<file path="config.mk">
export PLATFORM = sky130hd
export DESIGN_NAME = mem_port_arbiter_flat
export DESIGN_NICKNAME = d
export VERILOG_FILES = /design/src/rtl/mem_port_arbiter_if.sv /design/src/rtl/mem_port_arbiter.sv /design/src/flat_wrapper.sv
export SDC_FILE = /design/constraint.sdc
export NUM_CORES = 1
export LEC_CHECK = 0
export CAP_MARGIN = 40
export CORE_ASPECT_RATIO = 0.7
export CORE_MARGIN = 2
export CORE_UTILIZATION = 45
export CTS_CLUSTER_DIAMETER = 100
export DETAILED_ROUTE_END_ITERATION = 8
export PLACE_DENSITY = 0.84
export SYNTH_ARGS = -nofsm -noshare
export SYNTH_HDL_FRONTEND = slang
export SYNTH_SLANG_ARGS = --single-unit
</file>
<file path="constraint.sdc">
create_clock -name clk -period 4.85 [get_ports clk]
set_clock_uncertainty 0.05 [all_clocks]
set_input_delay 1.2125 -clock clk [delete_from_list [all_inputs] [get_ports clk]]
set_output_delay 1.2125 -clock clk [all_outputs]
set_load 0.05 [all_outputs]
</file>
<file path="src/rtl/mem_port_arbiter_if.sv">
// mem_port_arbiter_if: requester handshakes plus the memory port signals of the arbiter
interface mem_port_arbiter_if #(
    parameter int n = 8
);
    logic         a_req, b_req;
    logic         a_we, b_we;
    logic         a_lock, b_lock;
    logic [n-1:0] a_addr, b_addr;
    logic [n-1:0] a_wdata, b_wdata;
    logic         a_gnt, b_gnt;
    logic         a_rvalid, b_rvalid;
    logic [n-1:0] a_rdata, b_rdata;
    logic         mem_wr_en;
    logic [n-1:0] mem_wr_addr, mem_wr_data, mem_rd_addr;
    logic [n-1:0] mem_rd_data;

    modport master (
        output a_req, b_req, a_we, b_we, a_lock, b_lock,
        output a_addr, b_addr, a_wdata, b_wdata, mem_rd_data,
        input  a_gnt, b_gnt, a_rvalid, b_rvalid, a_rdata, b_rdata,
        input  mem_wr_en, mem_wr_addr, mem_wr_data, mem_rd_addr
    );

    modport slave (
        input  a_req, b_req, a_we, b_we, a_lock, b_lock,
        input  a_addr, b_addr, a_wdata, b_wdata, mem_rd_data,
        output a_gnt, b_gnt, a_rvalid, b_rvalid, a_rdata, b_rdata,
        output mem_wr_en, mem_wr_addr, mem_wr_data, mem_rd_addr
    );
endinterface

</file>
<file path="src/rtl/mem_port_arbiter.sv">
// mem_port_arbiter: round-robin sharing of one memory read/write port between two requesters
module mem_port_arbiter #(
    parameter int n        = 8,
    parameter int LOCK_MAX = 8
) (
    input logic               clk,
    input logic               rst_n,
    mem_port_arbiter_if.slave bus
);
    localparam logic [7:0] LOCK_LIM = 8'(LOCK_MAX);

    logic         prio, owner_q, lock_q, rd_pend_a, rd_pend_b;
    logic [7:0]   cnt;
    logic [n-1:0] addr_q, wdata_q;
    logic         any, sel, hold, other_req, sel_we;
    logic [n-1:0] sel_addr, sel_wdata;

    // Pick the grantee (sel: 0 = A, 1 = B); a live lock under its limit overrides round-robin
    always_comb begin
        hold      = lock_q && (owner_q ? bus.b_req : bus.a_req) && (cnt < LOCK_LIM);
        any       = bus.a_req | bus.b_req;
        sel       = hold ? owner_q : (bus.a_req && bus.b_req) ? prio : bus.b_req;
        other_req = sel ? bus.a_req : bus.b_req;
        sel_we    = any & (sel ? bus.b_we : bus.a_we);
        sel_addr  = sel ? bus.b_addr : bus.a_addr;
        sel_wdata = sel ? bus.b_wdata : bus.a_wdata;
    end

    assign bus.a_gnt       = any & ~sel;
    assign bus.b_gnt       = any & sel;
    assign bus.mem_wr_en   = rst_n & sel_we;
    assign bus.mem_wr_addr = !rst_n ? '0 : any ? sel_addr : addr_q;
    assign bus.mem_wr_data = !rst_n ? '0 : any ? sel_wdata : wdata_q;
    assign bus.mem_rd_addr = bus.mem_wr_addr;
    assign bus.a_rvalid    = rd_pend_a;
    assign bus.b_rvalid    = rd_pend_b;
    assign bus.a_rdata     = bus.mem_rd_data;
    assign bus.b_rdata     = bus.mem_rd_data;

    // Arbitration history, lock streak counter, held bus values and read-return tracking
    always_ff @(posedge clk or negedge rst_n) begin
        if (!rst_n) begin
            prio      <= 1'b0;
            owner_q   <= 1'b0;
            lock_q    <= 1'b0;
            cnt       <= 8'd0;
            rd_pend_a <= 1'b0;
            rd_pend_b <= 1'b0;
            addr_q    <= '0;
            wdata_q   <= '0;
        end else begin
            rd_pend_a <= any & ~sel & ~bus.a_we;
            rd_pend_b <= any & sel & ~bus.b_we;
            if (any) begin
                owner_q <= sel;
                lock_q  <= sel ? bus.b_lock : bus.a_lock;
                prio    <= ~sel;
                cnt     <= !other_req ? 8'd0 : (sel != owner_q) ? 8'd1 : (cnt == 8'hFF) ? cnt : cnt + 8'd1;
                addr_q  <= sel_addr;
                wdata_q <= sel_wdata;
            end else begin
                lock_q <= 1'b0;
                cnt    <= 8'd0;
            end
        end
    end
endmodule

</file>
<file path="src/flat_wrapper.sv">
// flat-port wrapper written by rule: the top's interface ports become plain ports
module mem_port_arbiter_flat 
#(
    parameter int n        = 8,
    parameter int LOCK_MAX = 8
)
  (clk, rst_n, bus_a_req, bus_b_req, bus_a_we, bus_b_we, bus_a_lock, bus_b_lock, bus_a_addr, bus_b_addr, bus_a_wdata, bus_b_wdata, bus_mem_rd_data, bus_a_gnt, bus_b_gnt, bus_a_rvalid, bus_b_rvalid, bus_a_rdata, bus_b_rdata, bus_mem_wr_en, bus_mem_wr_addr, bus_mem_wr_data, bus_mem_rd_addr);
  mem_port_arbiter_if #(.n(n)) bus_i ();
  input logic clk;
  input logic rst_n;
  input wire logic [$bits(bus_i.a_req)-1:0] bus_a_req;
  input wire logic [$bits(bus_i.b_req)-1:0] bus_b_req;
  input wire logic [$bits(bus_i.a_we)-1:0] bus_a_we;
  input wire logic [$bits(bus_i.b_we)-1:0] bus_b_we;
  input wire logic [$bits(bus_i.a_lock)-1:0] bus_a_lock;
  input wire logic [$bits(bus_i.b_lock)-1:0] bus_b_lock;
  input wire logic [$bits(bus_i.a_addr)-1:0] bus_a_addr;
  input wire logic [$bits(bus_i.b_addr)-1:0] bus_b_addr;
  input wire logic [$bits(bus_i.a_wdata)-1:0] bus_a_wdata;
  input wire logic [$bits(bus_i.b_wdata)-1:0] bus_b_wdata;
  input wire logic [$bits(bus_i.mem_rd_data)-1:0] bus_mem_rd_data;
  output wire logic [$bits(bus_i.a_gnt)-1:0] bus_a_gnt;
  output wire logic [$bits(bus_i.b_gnt)-1:0] bus_b_gnt;
  output wire logic [$bits(bus_i.a_rvalid)-1:0] bus_a_rvalid;
  output wire logic [$bits(bus_i.b_rvalid)-1:0] bus_b_rvalid;
  output wire logic [$bits(bus_i.a_rdata)-1:0] bus_a_rdata;
  output wire logic [$bits(bus_i.b_rdata)-1:0] bus_b_rdata;
  output wire logic [$bits(bus_i.mem_wr_en)-1:0] bus_mem_wr_en;
  output wire logic [$bits(bus_i.mem_wr_addr)-1:0] bus_mem_wr_addr;
  output wire logic [$bits(bus_i.mem_wr_data)-1:0] bus_mem_wr_data;
  output wire logic [$bits(bus_i.mem_rd_addr)-1:0] bus_mem_rd_addr;
  assign bus_i.a_req = bus_a_req;
  assign bus_i.b_req = bus_b_req;
  assign bus_i.a_we = bus_a_we;
  assign bus_i.b_we = bus_b_we;
  assign bus_i.a_lock = bus_a_lock;
  assign bus_i.b_lock = bus_b_lock;
  assign bus_i.a_addr = bus_a_addr;
  assign bus_i.b_addr = bus_b_addr;
  assign bus_i.a_wdata = bus_a_wdata;
  assign bus_i.b_wdata = bus_b_wdata;
  assign bus_i.mem_rd_data = bus_mem_rd_data;
  assign bus_a_gnt = bus_i.a_gnt;
  assign bus_b_gnt = bus_i.b_gnt;
  assign bus_a_rvalid = bus_i.a_rvalid;
  assign bus_b_rvalid = bus_i.b_rvalid;
  assign bus_a_rdata = bus_i.a_rdata;
  assign bus_b_rdata = bus_i.b_rdata;
  assign bus_mem_wr_en = bus_i.mem_wr_en;
  assign bus_mem_wr_addr = bus_i.mem_wr_addr;
  assign bus_mem_wr_data = bus_i.mem_wr_data;
  assign bus_mem_rd_addr = bus_i.mem_rd_addr;
  mem_port_arbiter #(.n(n), .LOCK_MAX(LOCK_MAX)) u_core (.clk(clk), .rst_n(rst_n), .bus(bus_i));
endmodule
</file>
==> flow_summary.json <==
{
  "wl_per_cell_um": 15.5,
  "clock_latency_ps": 270,
  "route.detailed.drc": 0,
  "ys.flop_type": "dfrtp_1",
  "num_io_pins": 93,
  "path_clk_slew_ps": 60,
  "avgSynthCellArea_um2": 9.05,
  "grt_max_degree": 37,
  "setup_viol": 0,
  "crit_type": "reg -> out",
  "synth-async-reset-ratio": 1.00,
  "syn_nets": 274,
  "synth_top_area_frac": 0.356,
  "nNetsFinal": 316,
  "portBuffers": 68,
  "rows": 20,
  "relSlewSlack": 0.431,
  "setup_ws_ps": 514,
  "yosysMostFrequentCell": "dfrtp_1",
  "synth_top_area_cell": "dfrtp_1",
  "maxCapViolCount": 0,
  "layout-drive-gt1-share": 0.213,
  "slew_viol_final": 0,
  "cts_resized": 0,
  "finalCriticalPeriod_ps": 4340,
  "p_leak_nw": 1.23,
  "post_cts_buffers": 0,
  "max_freq_mhz": 231,
  "rsz0062_at_grt": "no",
  "cts.sinks": 29,
  "root_buffer": "clkbuf_8",
  "ant_nets": 0,
  "syn_area_um2": 2040,
  "drt_iter0_drc": 115,
  "start_util": 0.468,
  "synth_cell_type_count": 35,
  "dieWidth_um": 84.4,
  "drt-total-wl_um": 5000,
  "seq_area_frac_synth": 0.356,
  "final_area_um2": 2960,
  "synth-edff-count": 0,
  "place.gp.congestion": 0.842,
  "grt_pass1_vias": 1752,
  "fillers": 346,
  "tns_ps": 0,
  "hold_buffers": 0,
  "vias_per_cell": 5.60,
  "core_area_um2": 4350,
  "hp-class": "reg -> reg",
  "track_usage": 0.207,
  "worst-path-max-fanout": 14,
  "yosysWarnings": 0,
  "period_share": 0.894,
  "hpwl_um": 3690,
  "numCtsBuffers": 5,
  "worst_slew_pin_slew_ps": 854,
  "antenna_found_initial": 0,
  "outcome": "complete, no violations",
  "syn2layout_area_growth_pct": 45.1,
  "grt-ovfl-total": 0,
  "p_per_area_nw_per_um2": 290,
  "hold_violations": 0,
  "grt_pass1_wl_um": 8220,
  "cts_tree": "yes",
  "worst_ep_required_time_ps": 3590,
  "cts_max_level": 2,
  "place_ws_ps": 733,
  "antenna_cells": 0,
  "design.die.area_um2": 5090,
  "peakVddDrop_mv": 0.206,
  "synth_area_leaders": "dfrtp_1 36%, buf_4 9.2%, mux2i_1 8.4%",
  "fp.dieH_um": 60.3,
  "drtPass1Iterations": 4,
  "place_area_um2": 2850,
  "synth_cells": 225,
  "vias": 1809,
  "synth_common_cells": "29 x dfrtp_1, 26 x nor2_1, 25 x buf_4",
  "crit_path_end_kind": "primary output",
  "ys_ff_latch": 29,
  "clockBufferDepth": 2,
  "crit_arrival_ps": 3070,
  "startpoint_type": "flop"
}
-- registers in the layout, summed over array words and instances, names as in the netlist --
register	count
u_core.addr_q	8
u_core.cnt	8
u_core.wdata_q	8
u_core.bus.a_rvalid	1
u_core.bus.b_rvalid	1
u_core.lock_q	1
u_core.owner_q	1
u_core.prio	1
-- power breakdown --
group,internal (mW),total [mW],leakage [nW],switching (mW)
Sequential,0.267,0.276,0.362,0.00911
Combinational,0.161,0.364,0.811,0.203
Clock,0.128,0.216,0.0542,0.0882
-- layout make-up --
cell class | count | area [um^2] | share of cell area
Clock inverter | 1 | 5.00 | 0.00169
Tap cell | 55 | 68.8 | 0.0233
Timing Repair Buffer | 75 | 1010 | 0.342
Multi-Input combinational cell | 153 | 1040 | 0.351
Clock buffer | 7 | 96.3 | 0.0326
Inverter | 3 | 11.3 | 0.00381
Sequential cell | 29 | 726 | 0.246
-- placed cells by master, fill, tap and decap left out, types with 2 or more instances in the layout --
cell,synthesis,final
clkdlybuf4s50_1,0,40
dfrtp_1,29,29
buf_12,0,28
nor2_1,26,26
nand2_1,22,22
a21oi_1,19,19
mux2i_1,17,17
o211ai_1,16,16
a41oi_2,10,10
clkbuf_8,0,7
a41oi_1,6,6
buf_4,25,6
o21ai_0,5,5
nand3_1,5,5
nor3_1,4,4
inv_1,3,3
and3_1,3,3
nand2b_1,2,2
xor2_1,2,2
a211oi_1,2,2
-- layer usage --
metal | vias to the layer above | wire (um) | track usage
met2 | 87 | 2130 | 0.296
met4 | 0 | 60 | 0.0658
met5 | - | 0 | 0
met1 | 836 | 2260 | 0.285
met3 | 6 | 545 | 0.0870
li1 | 880 | - | -
-- worst max-delay path: stages, from the launching register on --
cell     delay [ps]
dfrtp_1         440
or4_1           680
o21ai_2         720
a41oi_1         270
a21oi_1         480
buf_12          200
-- per-stage QoR --
step,instances,power [mW],util,hold slack [ps]
floorplan,225,0.520,-,434
global placement,315,0.636,0.655,470
detailed placement,315,0.643,0.655,471
CTS,323,0.859,0.679,482
global route,323,0.894,0.679,532
finish,323,0.856,0.679,482
-- logic make-up (layout without fill, tap and decap cells) --
kind of cell / count (synthesis) / after routing / share of synthesized area
and+or+nand+nor: 68 / 68 / 0.146
AOI/OAI and AO/OA: 65 / 65 / 0.265
buffers and inverters: 43 / 86 / 0.135
DFF: 29 / 29 / 0.356
muxes: 17 / 17 / 0.0835
xor gates and xnor gates: 2 / 2 / 0.00860
adders and majority gates: 1 / 1 / 0.00614
-- final timing paths --
path,start,endpoint,slack [ps],depth (start not counted)
min,u_core.cnt[6],u_core.cnt[6],480,1
min reg2reg,u_core.cnt[6],u_core.cnt[6],480,1
max reg2reg,u_core.cnt[4],u_core.lock_q,2150,5
max,u_core.cnt[4],bus_mem_wr_addr[7],510,5
min in group asynchronous,rst_n,u_core.bus.b_rvalid,1170,2
max in group asynchronous,rst_n,u_core.wdata_q[1],3080,3
Note: power is estimated with default switching activity, not from simulation.
